`src/rtl/fifo_pkg.sv`:
```
// ----------------------------------------------------------------------------
// fifo_pkg
// Definitions shared between the write side of the async FIFO and the
// read-side packer: default entry width / depth and the packer FSM state type.
// ----------------------------------------------------------------------------
package fifo_pkg;

    localparam int FIFO_WIDTH = 8;
    localparam int FIFO_DEPTH = 16;

    typedef enum logic [1:0] {
        IDLE = 2'd0,
        REQ  = 2'd1,
        WAIT = 2'd2,
        EMIT = 2'd3
    } rd_pk_state_t;

endpackage

```
`src/rtl/fifo_rd_packer_if.sv`:
```
// ----------------------------------------------------------------------------
// fifo_rd_packer_if
// Bundles the FIFO read port, the flush request and the packed output stream
// of fifo_rd_packer.
//   master : the packer (drives fifo_rd_en, out_*, err_cnt, timeout_err)
//   slave  : the environment (FIFO + downstream consumer)
// ----------------------------------------------------------------------------
interface fifo_rd_packer_if #(
    parameter int WIDTH = 8,
    parameter int PACK  = 4
);
    localparam int CNT_W = $clog2(PACK) + 1;

    // FIFO read port
    logic                    fifo_empty;
    logic                    fifo_rd_en;
    logic                    fifo_rd_ack;
    logic                    fifo_rd_err;
    logic [WIDTH-1:0]        fifo_dout;

    // Control / output stream
    logic                    flush;
    logic                    out_valid;
    logic                    out_ready;
    logic [WIDTH*PACK-1:0]   out_data;
    logic [CNT_W-1:0]        out_cnt;
    logic [7:0]              err_cnt;
    logic                    timeout_err;

    modport master (
        input  fifo_empty, fifo_rd_ack, fifo_rd_err, fifo_dout, flush, out_ready,
        output fifo_rd_en, out_valid, out_data, out_cnt, err_cnt, timeout_err
    );

    modport slave (
        output fifo_empty, fifo_rd_ack, fifo_rd_err, fifo_dout, flush, out_ready,
        input  fifo_rd_en, out_valid, out_data, out_cnt, err_cnt, timeout_err
    );

endinterface

```
`src/rtl/fifo_rd_packer_sat_counter.sv`:
```
// ----------------------------------------------------------------------------
// sat_counter
// W-bit up counter that sticks at all-ones.
//   clk, rst_n : clock, asynchronous active-low reset (count -> 0)
//   i_inc      : increment by one (ignored once saturated)
//   i_clr      : synchronous clear, wins over i_inc
//   o_count    : current count
// ----------------------------------------------------------------------------
module sat_counter #(
    parameter int W = 8
) (
    input  logic         clk,
    input  logic         rst_n,
    input  logic         i_inc,
    input  logic         i_clr,
    output logic [W-1:0] o_count
);

    logic [W-1:0] r_count;

    always_ff @(posedge clk or negedge rst_n) begin
        if (!rst_n) begin
            r_count <= '0;
        end else if (i_clr) begin
            r_count <= '0;
        end else if (i_inc && (r_count != '1)) begin
            r_count <= r_count + 1'b1;
        end
    end

    assign o_count = r_count;

endmodule

```
`src/rtl/fifo_rd_packer.sv`:
```
// ----------------------------------------------------------------------------
// fifo_rd_packer
// Read-side consumer of the async FIFO (rd_clk domain). Issues one FIFO read
// at a time, packs PACK consecutive WIDTH-bit entries into one word (entry 0
// in the LSBs) and offers it on a valid/ready stream. A flush in IDLE emits a
// partial word; read errors (and optional timeouts) are counted.
//   rd_clk, clear_n : clock, asynchronous active-low reset
//   bus (master)    : FIFO read port, flush, out_valid/out_ready/out_data/
//                     out_cnt, err_cnt, timeout_err
// Build option FIFO_RD_TIMEOUT_EN: abort a WAIT after TIMEOUT silent cycles.
// Without it WAIT waits forever and timeout_err is constant 0.
// ----------------------------------------------------------------------------
module fifo_rd_packer
    import fifo_pkg::*;
#(
    parameter int WIDTH   = FIFO_WIDTH,
    parameter int PACK    = 4,
    parameter int TIMEOUT = 15
) (
    input  logic                rd_clk,
    input  logic                clear_n,
    fifo_rd_packer_if.master    bus
);

    localparam int                IDX_W    = $clog2(PACK) + 1;
    localparam logic [IDX_W-1:0]  PACK_IDX = IDX_W'(PACK);

    if (PACK < 2)    begin : g_bad_pack    $error("PACK must be >= 2");    end
    if (TIMEOUT < 1) begin : g_bad_timeout $error("TIMEOUT must be >= 1"); end

    rd_pk_state_t             r_state;
    rd_pk_state_t             w_next;
    logic [IDX_W-1:0]         r_idx;
    logic [WIDTH*PACK-1:0]    r_lanes;
    logic [IDX_W-1:0]         r_out_cnt;
    logic                     r_rd_en;
    logic                     r_out_valid;
    logic                     r_timeout_err;
    logic                     w_capture;
    logic                     w_rd_err;
    logic                     w_timeout;
    logic [7:0]               w_err_cnt;

`ifdef FIFO_RD_TIMEOUT_EN
    localparam int             TO_W    = $clog2(TIMEOUT + 1);
    localparam logic [TO_W-1:0] TO_LAST = TO_W'(TIMEOUT - 1);
    logic [TO_W-1:0]           r_wait_cnt;
`endif

    // NOTE: every signal gets a default before the case so no latch is inferred.
    always_comb begin
        w_next    = r_state;
        w_capture = 1'b0;
        w_rd_err  = 1'b0;
        w_timeout = 1'b0;
        case (r_state)
            IDLE: begin
                // flush outranks a pending read; an empty word is never emitted
                if (bus.flush && (r_idx != '0)) begin
                    w_next = EMIT;
                end else if (!bus.fifo_empty) begin
                    w_next = REQ;
                end
            end
            REQ: w_next = WAIT;
            WAIT: begin
                if (bus.fifo_rd_err) begin
                    // err wins over a simultaneous ack: the data is dropped
                    w_rd_err = 1'b1;
                    w_next   = IDLE;
                end else if (bus.fifo_rd_ack) begin
                    w_capture = 1'b1;
                    w_next    = ((r_idx + 1'b1) == PACK_IDX) ? EMIT : IDLE;
                end
`ifdef FIFO_RD_TIMEOUT_EN
                else if (r_wait_cnt == TO_LAST) begin
                    w_timeout = 1'b1;
                    w_next    = IDLE;
                end
`endif
            end
            EMIT: begin
                if (bus.out_ready) begin
                    w_next = IDLE;
                end
            end
            default: w_next = IDLE;
        endcase
    end

    // NOTE: state is updated with non-blocking assignments so every register
    // samples pre-edge values regardless of statement order.
    always_ff @(posedge rd_clk or negedge clear_n) begin
        if (!clear_n) begin
            r_state       <= IDLE;
            r_idx         <= '0;
            r_lanes       <= '0;
            r_out_cnt     <= '0;
            r_rd_en       <= 1'b0;
            r_out_valid   <= 1'b0;
            r_timeout_err <= 1'b0;
        end else begin
            r_state       <= w_next;
            // outputs are decoded from the next state so they line up with it
            r_rd_en       <= (w_next == REQ);
            r_out_valid   <= (w_next == EMIT);
            r_timeout_err <= w_timeout;

            if (w_capture) begin
                r_lanes[int'(r_idx)*WIDTH +: WIDTH] <= bus.fifo_dout;
                r_idx                               <= r_idx + 1'b1;
                if (w_next == EMIT) begin
                    r_out_cnt <= PACK_IDX;
                end
            end

            if ((r_state == IDLE) && (w_next == EMIT)) begin
                r_out_cnt <= r_idx;
            end

            if ((r_state == EMIT) && bus.out_ready) begin
                r_idx   <= '0;
                r_lanes <= '0;
            end
        end
    end

`ifdef FIFO_RD_TIMEOUT_EN
    // Counts cycles spent in WAIT; zero on the first WAIT cycle.
    always_ff @(posedge rd_clk or negedge clear_n) begin
        if (!clear_n) begin
            r_wait_cnt <= '0;
        end else if (r_state != WAIT) begin
            r_wait_cnt <= '0;
        end else begin
            r_wait_cnt <= r_wait_cnt + 1'b1;
        end
    end
    assign bus.timeout_err = r_timeout_err;
`else
    assign bus.timeout_err = 1'b0;
`endif

    sat_counter #(.W(8)) u_err_cnt (
        .clk     (rd_clk),
        .rst_n   (clear_n),
        .i_inc   (w_rd_err | w_timeout),
        .i_clr   (1'b0),
        .o_count (w_err_cnt)
    );

    assign bus.fifo_rd_en = r_rd_en;
    assign bus.out_valid  = r_out_valid;
    assign bus.out_data   = r_lanes;
    assign bus.out_cnt    = r_out_cnt;
    assign bus.err_cnt    = w_err_cnt;

`ifndef FIFO_RD_TIMEOUT_EN
    // Only consumed by the timeout build.
    logic w_unused;
    assign w_unused = r_timeout_err;
`endif

endmodule

```
`src/flat_wrapper.sv`:
```
// flat-port wrapper written by rule: the top's interface ports become plain ports
module fifo_rd_packer_flat import fifo_pkg::*;
#(
    parameter int WIDTH   = FIFO_WIDTH,
    parameter int PACK    = 4,
    parameter int TIMEOUT = 15
)
  (rd_clk, clear_n, bus_fifo_empty, bus_fifo_rd_ack, bus_fifo_rd_err, bus_fifo_dout, bus_flush, bus_out_ready, bus_fifo_rd_en, bus_out_valid, bus_out_data, bus_out_cnt, bus_err_cnt, bus_timeout_err);
  fifo_rd_packer_if #(.WIDTH(WIDTH), .PACK(PACK)) bus_i ();
  input  logic rd_clk;
  input  logic clear_n;
  input wire logic [$bits(bus_i.fifo_empty)-1:0] bus_fifo_empty;
  input wire logic [$bits(bus_i.fifo_rd_ack)-1:0] bus_fifo_rd_ack;
  input wire logic [$bits(bus_i.fifo_rd_err)-1:0] bus_fifo_rd_err;
  input wire logic [$bits(bus_i.fifo_dout)-1:0] bus_fifo_dout;
  input wire logic [$bits(bus_i.flush)-1:0] bus_flush;
  input wire logic [$bits(bus_i.out_ready)-1:0] bus_out_ready;
  output wire logic [$bits(bus_i.fifo_rd_en)-1:0] bus_fifo_rd_en;
  output wire logic [$bits(bus_i.out_valid)-1:0] bus_out_valid;
  output wire logic [$bits(bus_i.out_data)-1:0] bus_out_data;
  output wire logic [$bits(bus_i.out_cnt)-1:0] bus_out_cnt;
  output wire logic [$bits(bus_i.err_cnt)-1:0] bus_err_cnt;
  output wire logic [$bits(bus_i.timeout_err)-1:0] bus_timeout_err;
  assign bus_i.fifo_empty = bus_fifo_empty;
  assign bus_i.fifo_rd_ack = bus_fifo_rd_ack;
  assign bus_i.fifo_rd_err = bus_fifo_rd_err;
  assign bus_i.fifo_dout = bus_fifo_dout;
  assign bus_i.flush = bus_flush;
  assign bus_i.out_ready = bus_out_ready;
  assign bus_fifo_rd_en = bus_i.fifo_rd_en;
  assign bus_out_valid = bus_i.out_valid;
  assign bus_out_data = bus_i.out_data;
  assign bus_out_cnt = bus_i.out_cnt;
  assign bus_err_cnt = bus_i.err_cnt;
  assign bus_timeout_err = bus_i.timeout_err;
  fifo_rd_packer #(.WIDTH(WIDTH), .PACK(PACK), .TIMEOUT(TIMEOUT)) u_core (.rd_clk(rd_clk), .clear_n(clear_n), .bus(bus_i));
endmodule
```
`config.mk`:
```
export PLATFORM = sky130hd
export DESIGN_NAME = fifo_rd_packer_flat
export DESIGN_NICKNAME = d
export VERILOG_FILES = /design/src/rtl/fifo_pkg.sv /design/src/rtl/fifo_rd_packer_if.sv /design/src/rtl/fifo_rd_packer_sat_counter.sv /design/src/rtl/fifo_rd_packer.sv /design/src/flat_wrapper.sv
export SDC_FILE = /design/constraint.sdc
export NUM_CORES = 1
export LEC_CHECK = 0
export BUFFER_PORTS_ARGS = -buffer_cell sky130_fd_sc_hd__clkbuf_2
export CAP_MARGIN = 10
export CORE_ASPECT_RATIO = 1.4
export CORE_MARGIN = 2
export CORE_UTILIZATION = 52
export DETAILED_ROUTE_END_ITERATION = 8
export GPL_TIMING_DRIVEN = 0
export MAX_ROUTING_LAYER = met4
export PLACE_DENSITY_LB_ADDON = 0.05
export SLEW_MARGIN = 30
export SYNTH_ARGS = -nofsm -noshare
export SYNTH_HDL_FRONTEND = slang
export SYNTH_HIERARCHICAL = 1
export SYNTH_SLANG_ARGS = --single-unit
```
`constraint.sdc`:
```
create_clock -name rd_clk -period 2.79 [get_ports rd_clk]
set_clock_uncertainty 0.15 [all_clocks]
set_input_delay 0.558 -clock rd_clk [delete_from_list [all_inputs] [get_ports rd_clk]]
set_output_delay 0.558 -clock rd_clk [all_outputs]
set_load 0.02 [all_outputs]
```
# Yosys cells after proc, flatten, opt, wreduce, memory -nomap -nowiden
# Cells that the tools add are included.
# totals
out_inout_bits	46
reg_bits	50
inputBits	15
word_cells	49
# classes
n_eq_ne	7
addsub	3
shift	2
n_mux	20
n_reduce_logical	10
# ops
operator	n
32-bit two-way mux	2
6-bit negation with 33-bit output	1
8-bit by 33-bit variable shift with 32-bit output, first input constant	1
8-bit by 33-bit indexed part select with 32-bit output	1
32-bit bitwise mux	1
3-bit two-way mux	5
2-bit two-way mux	6
8-bit by 1-bit adder with 8-bit output, second input constant	1
8-bit != test, second input constant	1
2-bit one-hot mux with 4 select lines	1
2-bit equality test, second input constant	3
2-bit nonzero test	3
1-bit two-way mux	5
2-bit by 1-bit equality test with 1-bit output, second input constant	2
1-bit logical AND	4
3-bit by 1-bit adder with 3-bit output, second input constant	1
3-bit equality test, second input constant	1
3-bit nonzero test	1
2-bit zero test	1
2-bit AND reduction	1

# Logic depth before layout (Yosys ltp)
# depth
word_depth	10
mapped_depth	8
depth_no_buf	7

# Modules after synthesis
# The synthesis kept the hierarchy.
# modules_own_cells
module	seq_area_each_um2	cells_per_inst	n_inst	area_per_inst_um2
fifo_rd_packer	1051.0	180	1	1916.8
sat_counter	200.2	49	1	464.2

# Worst setup path before layout
# No wires, ideal clock.
# synth_path
kind	register to register
from	reg u_core.r_idx[0]
to	reg u_core.r_lanes[16] (netlist: u_core/bus.out_data[16])
path_stages_with_launch	8
synth_period_minus_slack_ns	2.226
arrival_ns	1.944
setup_ns	0.132
setup_slack_ns	0.564
required_ns	2.508
path_buffers	0
cell_sequence	dfrtp_1 -> inv_1 -> ha_1 -> ha_1 -> nand2b_1 -> nor4_4 -> mux2i_1 -> nor2_1
# synth_via
elab_chain_len	5
word_cells_on_any_way	6
cone_classes	1 x add/sub; 2 x shift; 3 x mux
# synth_lines
item	line	rtl
start, declared	fifo_rd_packer.sv:33	logic [IDX_W-1:0] r_idx;
start signal, assigned	fifo_rd_packer.sv:111	r_idx <= r_idx + 1'b1;
6-bit negation with 33-bit output (*)	fifo_rd_packer.sv:110	r_lanes[int'(r_idx)*WIDTH +: WIDTH] <= bus.fifo_dout;
8-bit by 33-bit indexed part select with 32-bit output or 8-bit by 33-bit variable shift with 32-bit output (tied branches)	fifo_rd_packer.sv:110	
32-bit bitwise mux (*)	fifo_rd_packer.sv:110	
32-bit two-way mux (*)	fifo_rd_packer.sv:109	if (w_capture) begin
32-bit two-way mux (*)	fifo_rd_packer.sv:121	if ((r_state == EMIT) && bus.out_ready) begin
end signal, assigned by index	fifo_rd_packer.sv:110	
end, declared	fifo_rd_packer.sv:34	logic [WIDTH*PACK-1:0] r_lanes;
# Every way passes the cells marked *; elsewhere a longest branch is shown, timed or not. The select of a mux whose other input is x is not followed.
# A chain may end at the register's enable or synchronous reset.

# Worst setup path after layout
# layout_path
from	reg u_core.r_idx[0]
to	reg u_core.r_lanes[11] (netlist: u_core/bus.out_data[11])
# The elaborated chain is that of the path after synthesis.

==> results_dict.tcl <==
set metrics [dict create \
    setup_violations 0 \
    ranking_of_synthesized_cells_by_instance_count "50 x sky130_fd_sc_hd__dfrtp_1, 32 x sky130_fd_sc_hd__nor2_1, 26 x sky130_fd_sc_hd__nand2_1" \
    synth_fa_ha_area_frac 0.0263 \
    synth_compound_gate_area_share 0.0673 \
    final-hold-violation-count 0 \
    ys_async_rst_share 1.00 \
    place_congestion 0.783 \
    die-area_sq_um 5140 \
    placed_cells 352 \
    post-synth-top-count-cell "sky130_fd_sc_hd__dfrtp_1" \
    cellPowerDensity_nw_per_um2 793 \
    fp.coreArea_sq_um 4460 \
    cp_data_required_time_ps 2810 \
    most_frequent_cell_on_critical_path "sky130_fd_sc_hd__ha_1" \
    dp.final_hpwl_mm 3.54 \
    row_count 29 \
    critPathKind "register to register" \
    post_route_non_filler_standard_cell_count 361 \
    tritoncts "done" \
    io_buffers 59 \
    p_leak_nw 1.57 \
    initial_utilization 0.534 \
    worstRegToRegCells 8 \
    grt_pass1_wl_mm 8.59 \
    largest_area_contributor_in_the_netlist "sky130_fd_sc_hd__dfrtp_1" \
    grt_pass1_vias 1831 \
    area_growth_syn_to_layout_pct 21.8 \
    via_cell_ratio 5.21 \
    fin_setup_tns_ps 0 \
    clock_latency_ps 300 \
    worst_pin_slew_ps 735 \
    antenna_cells 0 \
    floorplan.die.width_um 61.2 \
    detail-route-antenna-nets 0 \
    dominant_cells_by_area_after_synthesis "sky130_fd_sc_hd__dfrtp_1 53%, sky130_fd_sc_hd__mux2i_1 11%, sky130_fd_sc_hd__nor2_1 5.0%" \
    routed_wire_length_per_instance_um 14.0 \
    overflow 0 \
    crit-reg2reg-capture "u_core/bus.out_data[11]" \
    report.final.slew_viol_count 0 \
    grt_usage 0.226 \
    postLayoutCellArea_sq_um 2900 \
    hold_path.class "input pin to async pin" \
    power_frac_clock 0.226 \
    synthesis.instances 229 \
    cts.reportedPaths.clkPinSlew_ps 90 \
    post_synth_xor_area_fraction 0.00368 \
    vdd.ir_drop.worst_v 0.000551 \
    grt_start_max_net_pins 51 \
    crit_path_max_incr_delay_ps 470 \
    tritoncts_num_sinks 50 \
    antenna_found_initial 0 \
    ctsLongestPathBuffers 2 \
    power.internal_mw 1.45 \
    cp_slowest_cell "sky130_fd_sc_hd__dfrtp_1" \
    drt_iter0_markers 102 \
    yosys.area.top_type_share 0.525 \
    power.share.combinational 0.358 \
    switching_share 0.369 \
    seq_total_area_yosys 0.525 \
    post_synth_num_cell_types 42 \
    synth-main-ff-cell "sky130_fd_sc_hd__dfrtp_1" \
    synth_simple_gate_area_share 0.217 \
    cts_made_buffers 5 \
    fin_ws_ps 336 \
    synthesized_area_divided_by_synthesized_cell_count_sq_um 10.4 \
    cts-htree-levels 2 \
    fp.dieH_um 84.1 \
    cp_data_arrival_time_ps 2480 \
    synth_warnings 6 \
    crit_path_start_kind "register" \
    power_switching_uw 850 \
    cp_cell_sequence "inv_1 -> ha_1 -> ha_1 -> nand2b_1 -> or4_1 -> buf_2 -> mux2i_1 -> nor2_1" \
    post-route-period-util 0.880 \
    post-route-drc-count 0 \
    ys_ff_latch 50 \
    timing.max_cap.violations 0 \
    synth_top_family_by_area "simple AND/OR/NAND/NOR gates" \
    ctsRootBufferMaster "sky130_fd_sc_hd__clkbuf_8" \
    synth_edf_count 0 \
    post_route_cells_drive_above_1_share 0.274 \
    totalWireLength_mm 5.05 \
    rr_startpoint "u_core/r_idx[0]" \
    p_seq_frac 0.416 \
    post_synth_instance_area_sq_um 2380 \
    fmaxAchievable_ghz 0.407 \
    route.vias.total 1882 \
    final_period_minus_worst_setup_slack_ps 2450 \
    crit_fanout 8 \
    fin_total_pwr_mw 2.30 \
    final_net_count 319 \
    design.portCount 61 \
    max_slew_margin 0.497 \
    detailedRoute.firstPassIterationCount 4 \
    rsz0062_at_grt "no" \
    outcome "finished, final reports clean" \
    post_synth_mux_area_share 0.119 \
    placement.cell_area_sq_um 2760 \
    place_worst_setup_slack_ps 200 \
    endpoint_kind "register" \
    ff2ff_setup_slack_ps 340 \
]
-- sequential cells by signal (all words and copies together) (netlist names) --
name	count
u_core/bus.out_data	32
u_core/u_err_cnt/o_count	8
u_core/r_state	2
u_core/bus.out_valid	1
u_core/bus.fifo_rd_en	1
u_core/r_idx	3
u_core/bus.out_cnt	3
-- worst max-delay path by stage --
stage	startpoint	endpoint	slack [ps]	depth (start not counted)
after CTS	u_core/r_idx[0]	u_core/bus.out_data[17]	140	7
after detailed placement	u_core/r_idx[0]	u_core/bus.out_data[23]	200	7
after global routing	u_core/r_idx[0]	u_core/bus.out_data[25]	110	7
after floorplan	u_core/r_idx[0]	u_core/bus.out_data[16]	560	7
after global placement	u_core/r_idx[0]	u_core/bus.out_data[20]	230	7
final	u_core/r_idx[0]	u_core/bus.out_data[11]	340	8
-- cells in the final DEF, fill, tap and decap left out, types with 3 or more instances in the layout --
cell	n
sky130_fd_sc_hd__conb_1	3
sky130_fd_sc_hd__clkbuf_1	6
sky130_fd_sc_hd__nor2_1	32
sky130_fd_sc_hd__nand2_1	26
sky130_fd_sc_hd__nor2b_1	3
sky130_fd_sc_hd__buf_4	3
sky130_fd_sc_hd__nand3_1	4
sky130_fd_sc_hd__nor3_1	7
sky130_fd_sc_hd__clkbuf_8	6
sky130_fd_sc_hd__ha_1	5
sky130_fd_sc_hd__o21ai_0	12
sky130_fd_sc_hd__and3_1	3
sky130_fd_sc_hd__mux2_2	3
sky130_fd_sc_hd__dfrtp_1	50
sky130_fd_sc_hd__buf_2	3
sky130_fd_sc_hd__a21oi_1	4
sky130_fd_sc_hd__inv_1	10
sky130_fd_sc_hd__nand2b_1	6
sky130_fd_sc_hd__clkbuf_2	58
sky130_fd_sc_hd__mux2i_1	25
-- metal layers --
layer / vias to the layer above / share of wire / global-route usage
met5: - / 0 / -
met3: 6 / 0.046 / 0.0465
met2: 53 / 0.51 / 0.341
met1: 904 / 0.43 / 0.301
met4: 0 / 0.015 / 0.0751
li1: 919 / - / -
-- worst max-delay path: cells and delay by family (launching register included) --
family        cells  cell delay [ps]
simple gates      3              740
flops             1              470
buf+inv           2              370
mux               1              170
fa+ha+maj         2              420
-- metrics by stage --
step,util,hold slack [ps]
final,0.650,157
after global routing,0.650,209
after CTS,0.645,186
after detailed placement,0.619,361
after global placement,0.619,353
after floorplan,-,112
-- logic make-up after synthesis --
group | Yosys count
AOI/OAI and AO/OA | 26
xor gates and xnor gates | 1
adders and majority gates | 5
buffers and inverters | 21
DFF | 50
muxes | 28
other | 1
and+or+nand+nor | 97
-- power groups by stage --
stage	Clock (mW)	Sequential (mW)	Combinational, mW
floorplan	0	1.10	0.440
global placement	0	0.969	0.801
detailed placement	0	0.971	0.814
CTS	0.533	0.959	0.816
global route	0.569	0.980	0.917
finish	0.520	0.957	0.823
-- repair_timing --
action                                  4_1_cts  5_1_grt
hold buffers                                  0        0
resized for setup                             0        1
endpoints found under the setup margin        0        7
setup buffers                                 0        2
-- layout make-up --
type / instances / area (sq um)
clock inverter: 1 / 30.0
tap: 62 / 77.6
multi-input combinational: 160 / 1050
buffer: 11 / 56.3
clock buffer: 6 / 82.6
timing repair buffer: 61 / 313
fill: 428 / 1560
sequential: 50 / 1250
inverter: 10 / 37.5
Note: power is estimated with default switching activity, not from simulation.
